### src/rtl/recip_norm_ctrl_if.sv
// rtl/recip_norm_ctrl_if.sv - handshake and reciprocal-unit signal bundle for recip_norm_ctrl
interface recip_norm_ctrl_if #(
  parameter int DATA_W  = 10,
  parameter int RECIP_W = 18
);
  logic                in_valid;
  logic                in_ready;
  logic [DATA_W-1:0]   in_data;
  logic                recip_enb;
  logic [DATA_W-1:0]   recip_x;
  logic [RECIP_W-1:0]  recip_y;
  logic                out_valid;
  logic                out_ready;
  logic [17:0]         out_data;
  logic                row_done;

  // Block side: consumes elements and reciprocal, produces normalized outputs
  modport slave (
    input  in_valid, in_data, recip_y, out_ready,
    output in_ready, recip_enb, recip_x, out_valid, out_data, row_done
  );

  // Environment side: producer, reciprocal unit and consumer
  modport master (
    output in_valid, in_data, recip_y, out_ready,
    input  in_ready, recip_enb, recip_x, out_valid, out_data, row_done
  );
endinterface

### src/rtl/recip_norm_ctrl.sv
// rtl/recip_norm_ctrl.sv - softmax row normalizer: accumulate, one reciprocal lookup, scaled emit
module recip_norm_ctrl #(
  parameter int ROW_LEN = 8,
  parameter int DATA_W  = 10,
  parameter int RECIP_W = 18
) (
  input  logic              clk,
  input  logic              rst_n,
  recip_norm_ctrl_if.slave  bus
);
  localparam int IDX_W  = $clog2(ROW_LEN);
  localparam int PROD_W = DATA_W + RECIP_W;
  localparam logic [DATA_W-1:0] SUM_MAX = {1'b0, {(DATA_W-1){1'b1}}};
  localparam logic [IDX_W-1:0]  LAST    = IDX_W'(ROW_LEN - 1);

  typedef enum logic [1:0] {ST_ACCUM, ST_RECIP, ST_EMIT} state_t;

  state_t              state_q, state_d;
  logic [IDX_W-1:0]    idx_q;
  logic [DATA_W-1:0]   sum_q;
  logic [RECIP_W-1:0]  recip_q;
  logic                out_valid_q;
  logic [17:0]         out_data_q;
  logic [DATA_W-1:0]   buf_q [ROW_LEN];

  logic                in_ready;
  logic                recip_enb;
  logic [DATA_W-1:0]   recip_x;
  logic                row_done;

  logic                in_xfer;
  logic                out_xfer;
  logic [DATA_W-1:0]   elem;
  logic [DATA_W:0]     sum_ext;
  logic [DATA_W-1:0]   sum_sat;
  logic [RECIP_W-1:0]  recip_in;
  logic [IDX_W-1:0]    idx_nxt;

  // Unsigned 10.0 x 2.16 product, clamped to the 18-bit 2.16 output range
  function automatic logic [17:0] sat_mul(input logic [DATA_W-1:0] a, input logic [RECIP_W-1:0] r);
    logic [PROD_W-1:0] p;
    p = PROD_W'(a) * PROD_W'(r);
    if (|p[PROD_W-1:18]) sat_mul = 18'h3FFFF;
    else                 sat_mul = p[17:0];
  endfunction

  // Top input bit is treated as zero, so elements are always non-negative
  assign elem     = bus.in_data & SUM_MAX;
  assign in_xfer  = bus.in_valid && in_ready;
  assign out_xfer = (state_q == ST_EMIT) && out_valid_q && bus.out_ready;
  assign sum_ext  = {1'b0, sum_q} + {1'b0, elem};
  assign sum_sat  = (sum_ext > {1'b0, SUM_MAX}) ? SUM_MAX : sum_ext[DATA_W-1:0];
  // Reciprocal of a zero sum is undefined; use zero so the row emits zeros
  assign recip_in = (sum_q != '0) ? bus.recip_y : '0;
  assign idx_nxt  = idx_q + IDX_W'(1);

  // State register
  always_ff @(posedge clk or negedge rst_n) begin
    if (!rst_n) state_q <= ST_ACCUM;
    else        state_q <= state_d;
  end

  // Next-state: row fill, single reciprocal cycle, then drain
  always_comb begin
    state_d = state_q;
    case (state_q)
      ST_ACCUM: if (in_xfer && idx_q == LAST)  state_d = ST_RECIP;
      ST_RECIP:                                state_d = ST_EMIT;
      ST_EMIT:  if (out_xfer && idx_q == LAST) state_d = ST_ACCUM;
      default:                                 state_d = ST_ACCUM;
    endcase
  end

  // State-decoded outputs; reciprocal unit is only driven during its one cycle
  always_comb begin
    in_ready  = 1'b0;
    recip_enb = 1'b0;
    recip_x   = '0;
    row_done  = 1'b0;
    case (state_q)
      ST_ACCUM: in_ready = 1'b1;
      ST_RECIP: begin
        recip_x   = sum_q;
        recip_enb = (sum_q != '0);
      end
      ST_EMIT:  row_done = out_xfer && (idx_q == LAST);
      default:  ;
    endcase
  end

  // Row buffer has no reset; it is always refilled before being read
  always_ff @(posedge clk) begin
    if (in_xfer) buf_q[idx_q] <= elem;
  end

  // Datapath: sum/index bookkeeping, reciprocal latch and output register
  always_ff @(posedge clk or negedge rst_n) begin
    if (!rst_n) begin
      idx_q       <= '0;
      sum_q       <= '0;
      recip_q     <= '0;
      out_valid_q <= 1'b0;
      out_data_q  <= '0;
    end else begin
      case (state_q)
        ST_ACCUM: if (in_xfer) begin
          sum_q <= sum_sat;
          idx_q <= (idx_q == LAST) ? '0 : idx_nxt;
        end
        ST_RECIP: begin
          // First output uses the live reciprocal so it appears without a bubble
          recip_q     <= recip_in;
          out_data_q  <= sat_mul(buf_q[0], recip_in);
          out_valid_q <= 1'b1;
        end
        ST_EMIT: if (out_xfer) begin
          if (idx_q == LAST) begin
            out_valid_q <= 1'b0;
            sum_q       <= '0;
            idx_q       <= '0;
          end else begin
            idx_q      <= idx_nxt;
            out_data_q <= sat_mul(buf_q[idx_nxt], recip_q);
          end
        end
        default: ;
      endcase
    end
  end

  assign bus.in_ready  = in_ready;
  assign bus.recip_enb = recip_enb;
  assign bus.recip_x   = recip_x;
  assign bus.out_valid = out_valid_q;
  assign bus.out_data  = out_data_q;
  assign bus.row_done  = row_done;
endmodule

### src/flat_wrapper.sv
// flat-port wrapper written by rule: the top's interface ports become plain ports
module recip_norm_ctrl_flat 
#(
  parameter int ROW_LEN = 8,
  parameter int DATA_W  = 10,
  parameter int RECIP_W = 18
)
  (clk, rst_n, bus_in_valid, bus_in_data, bus_recip_y, bus_out_ready, bus_in_ready, bus_recip_enb, bus_recip_x, bus_out_valid, bus_out_data, bus_row_done);
  recip_norm_ctrl_if #(.DATA_W(DATA_W), .RECIP_W(RECIP_W)) bus_i ();
  input  logic clk;
  input  logic rst_n;
  input wire logic [$bits(bus_i.in_valid)-1:0] bus_in_valid;
  input wire logic [$bits(bus_i.in_data)-1:0] bus_in_data;
  input wire logic [$bits(bus_i.recip_y)-1:0] bus_recip_y;
  input wire logic [$bits(bus_i.out_ready)-1:0] bus_out_ready;
  output wire logic [$bits(bus_i.in_ready)-1:0] bus_in_ready;
  output wire logic [$bits(bus_i.recip_enb)-1:0] bus_recip_enb;
  output wire logic [$bits(bus_i.recip_x)-1:0] bus_recip_x;
  output wire logic [$bits(bus_i.out_valid)-1:0] bus_out_valid;
  output wire logic [$bits(bus_i.out_data)-1:0] bus_out_data;
  output wire logic [$bits(bus_i.row_done)-1:0] bus_row_done;
  assign bus_i.in_valid = bus_in_valid;
  assign bus_i.in_data = bus_in_data;
  assign bus_i.recip_y = bus_recip_y;
  assign bus_i.out_ready = bus_out_ready;
  assign bus_in_ready = bus_i.in_ready;
  assign bus_recip_enb = bus_i.recip_enb;
  assign bus_recip_x = bus_i.recip_x;
  assign bus_out_valid = bus_i.out_valid;
  assign bus_out_data = bus_i.out_data;
  assign bus_row_done = bus_i.row_done;
  recip_norm_ctrl #(.ROW_LEN(ROW_LEN), .DATA_W(DATA_W), .RECIP_W(RECIP_W)) u_core (.clk(clk), .rst_n(rst_n), .bus(bus_i));
endmodule
### config.mk
export PLATFORM = sky130hd
export DESIGN_NAME = recip_norm_ctrl_flat
export DESIGN_NICKNAME = d
export VERILOG_FILES = /design/src/rtl/recip_norm_ctrl_if.sv /design/src/rtl/recip_norm_ctrl.sv /design/src/flat_wrapper.sv
export SDC_FILE = /design/constraint.sdc
export NUM_CORES = 1
export LEC_CHECK = 0
export BUFFER_PORTS_ARGS = -buffer_cell sky130_fd_sc_hd__buf_2
export CAP_MARGIN = 0
export CORE_ASPECT_RATIO = 0.5
export CORE_UTILIZATION = 43
export DETAILED_ROUTE_END_ITERATION = 7
export GPL_TIMING_DRIVEN = 0
export PLACE_DENSITY_LB_ADDON = 0.25
export SLEW_MARGIN = 20
export SYNTH_ARGS = -nofsm -noshare
export SYNTH_HDL_FRONTEND = slang
export SYNTH_SLANG_ARGS = --single-unit
### constraint.sdc
create_clock -name clk -period 7.15 [get_ports clk]
set_clock_uncertainty 0.1 [all_clocks]
set_input_delay 1.43 -clock clk [delete_from_list [all_inputs] [get_ports clk]]
set_output_delay 1.43 -clock clk [all_outputs]
set_load 0.05 [all_outputs]
==> impl_metrics.tcl <==
set metrics [dict create \
    hold_violations 0 \
    drc_errors 0 \
    yosysMostFrequentCell "inv_1" \
    die_w_um 282 \
    start_kind "flip-flop" \
    drive_gt1_share_pct 18.3 \
    rrSetupSlack_ns -0.13 \
    crit_top_cell "fa_1" \
    fmax_mhz 137 \
    critPathMaxFanout 7 \
    tightest_slew_ns 0.934 \
    dp_cells 2349 \
    drt_iter0_markers 682 \
    num_rows 50 \
    async_flop_share_pct 41.9 \
    hold_slack_ns 0.455 \
    hold_start "u_core.bus.out_data[10]" \
    insertion_delay_ns 0.42 \
    die_area_um2 40000 \
    synth-edff-count 72 \
    period_needed_ns 7.28 \
    reg2regPathDepth 25 \
    gr-usage-met2_pct 39.0 \
    fin_cells 2431 \
    synth_fa_ha_area_share_pct 38.6 \
    grt_pass1_wl_um 72900 \
    outcome "finished with violations" \
    yosys.area_share.xor_xnor_pct 2.08 \
    cp_slowest_stage_delay_ns 0.58 \
    cts_tree "built" \
    slew_headroom_pct 37.5 \
    hp-class "flip-flop to flip-flop" \
    dpl_worst_slack_ns -2.07 \
    yosys.area_share.simple_pct 17.4 \
    rr_startpoint "u_core.idx_q[0]" \
    dominantRegCellSynth "edfxtp_1" \
    syn_area_per_cell_um2 9.45 \
    ys_seq_elements 124 \
    worstSetupEndpointType "flip-flop" \
    drv_cap 0 \
    rsz0062_at_grt "true" \
    yosys-top-cells-area "fa_1 27%, edfxtp_1 13%, ha_1 12%" \
    cts.reportedPaths.clkPinSlew_ns 0.06 \
    antenna_found_initial 0 \
    vias 13100 \
    die_h_um 142 \
    cts.sinks 124 \
    r2r_end "u_core.bus.out_data[9]" \
    synth.area.mux_share_pct 3.41 \
    grt.total_usage_pct 23.6 \
    crit_arrival_ns 7.47 \
    cts_root_buf "clkbuf_16" \
    crit_slowest_cell "mux4_2" \
    grt_max_degree 53 \
    wl_um 45400 \
    syn-cell-area_um2 16800 \
    fillers 3463 \
    synth_cell_type_count 77 \
    ys_warn_count 0 \
    netlist.area_leader.share_pct 26.5 \
    synth_compound_area_share_pct 8.93 \
    ioPinCount 64 \
    worst-setup-path-type "flip-flop to flip-flop" \
    global_route.usage.met3_pct 3.57 \
    firstDrtPassIters 5 \
    clockBufferDepth 2 \
    area_growth_pct 19.2 \
    vias_per_cell 5.40 \
    drv_slew 0 \
    grt_pass1_vias 13500 \
    layout.nets 2317 \
    synth_common_cells "293 x inv_1, 226 x nand2_1, 223 x fa_1" \
    initial_core_util_pct 44.3 \
    grtUsageMet1_pct 33.0 \
    hpwlAfterDp_um 34600 \
    cpLargestDelayFamily "adder cells" \
    syn-num-nets 2198 \
    grt_most_used_layer "met2" \
    grt-ovfl-total 0 \
    setup_violations 18 \
    synthCells 1780 \
    holdPathEnd "u_core.bus.out_data[10]" \
    wl_per_cell_um 18.7 \
    path_buf_inv 6 \
    num_antenna_cells 0 \
    port_buffers 47 \
    synth_seq_area_share_pct 20.6 \
    fin_crit_sh_pct 102 \
    violations "negative setup slack" \
    h-tree-depth 4 \
    core_um2 38000 \
    synth_top_family_by_area "adder cells" \
    gp_congestion 0.864 \
    cp_data_required_time_ns 7.34 \
    setup_ws_ns -0.130 \
    antenna_left 0 \
    worstHoldPathCells 2 \
    synth_top_area_cell "fa_1" \
    cts_made_buffers 17 \
]
[routing by layer]
metal / vias to the layer above / wire, um
li1: 6070 / -
met1: 6687 / 20600
met2: 326 / 21800
met3: 39 / 2420
met4: 0 / 573
met5: - / 0
[area by class of cell]
class                      count  area, um2  area share [%]
clock inverter                14        185           0.924
inverter                     293       1100            5.49
sequential                   124       3470            17.3
multi-input combinational   1267      12800            63.8
buffer                        83        556            2.77
timing repair buffer         113        866            4.32
clock buffer                  17        425            2.12
tap                          520        651            3.24
[through the flow]
stage / cell area [um2] / util (%) / TNS, ns
floorplan: 16900 / - / 0
detailed placement: 17800 / 46.9 / -30.08
finish: 20100 / 52.8 / -1.65
global placement: 17700 / 46.7 / -30.67
CTS: 19600 / 51.6 / -0.0334
global route: 20100 / 52.8 / -5.34
[worst min-delay path, stage by stage, from the launching register on]
cell and delay, ns:
dfrtp_1 0.37, nor2_1 0.10, a211oi_1 0.05
[registers in the layout, indices dropped and copies added (netlist names)]
register,count
u_core.sum_q,10
u_core.bus.out_data,18
u_core.idx_q,3
u_core.bus.out_valid,1
u_core.buf_q,72
u_core.recip_q,18
u_core.state_q,2
[layout by cell type (no fill, tap or decap), drive strengths merged, types with 12 or more instances in the layout]
master,instances
inv,299
nand2,228
fa,223
ha,163
buf,152
nor2b,84
and3,81
a21oi,80
edfxtp,72
clkbuf,61
dfrtp,52
nor2,50
nand3,36
o21ai,35
and2,33
xnor2,26
nand2b,19
mux4,18
a21o,17
xor2,14
a211oi,13
o22ai,13
nor3,12
[worst max-delay path by stage]
stage / start / to / cells past startpoint
2_1_floorplan: u_core.idx_q[1] / u_core.bus.out_data[16] / 26
3_3_place_gp: u_core.idx_q[1] / u_core.bus.out_data[10] / 25
3_5_place_dp: u_core.idx_q[0] / u_core.bus.out_data[10] / 25
4_1_cts: u_core.idx_q[0] / u_core.bus.out_data[17] / 26
5_1_grt: u_core.idx_q[0] / u_core.bus.out_data[10] / 25
6_report: u_core.idx_q[0] / u_core.bus.out_data[9] / 25
[timing repair]
item                                    4_1_cts  5_1_grt
pin swaps                                    58       52
endpoints found under the setup margin       18       18
hold buffers                                  0        0
buffers inserted                             40       23
gates resized for setup                     182       73
cloned                                        1        1
[logic make-up (layout without fill, tap and decap cells)]
logic type | after synthesis | after routing
muxes | 34 | 34
and+or+nand+nor | 581 | 581
xor gates and xnor gates | 40 | 40
DFF | 124 | 124
buffers and inverters | 389 | 520
AOI/OAI and AO/OA | 226 | 226
adders and majority gates | 386 | 386
Power is left out: the tool's default activity adds up to more than one toggle a clock period on the data nets, which glitch-free logic cannot reach.
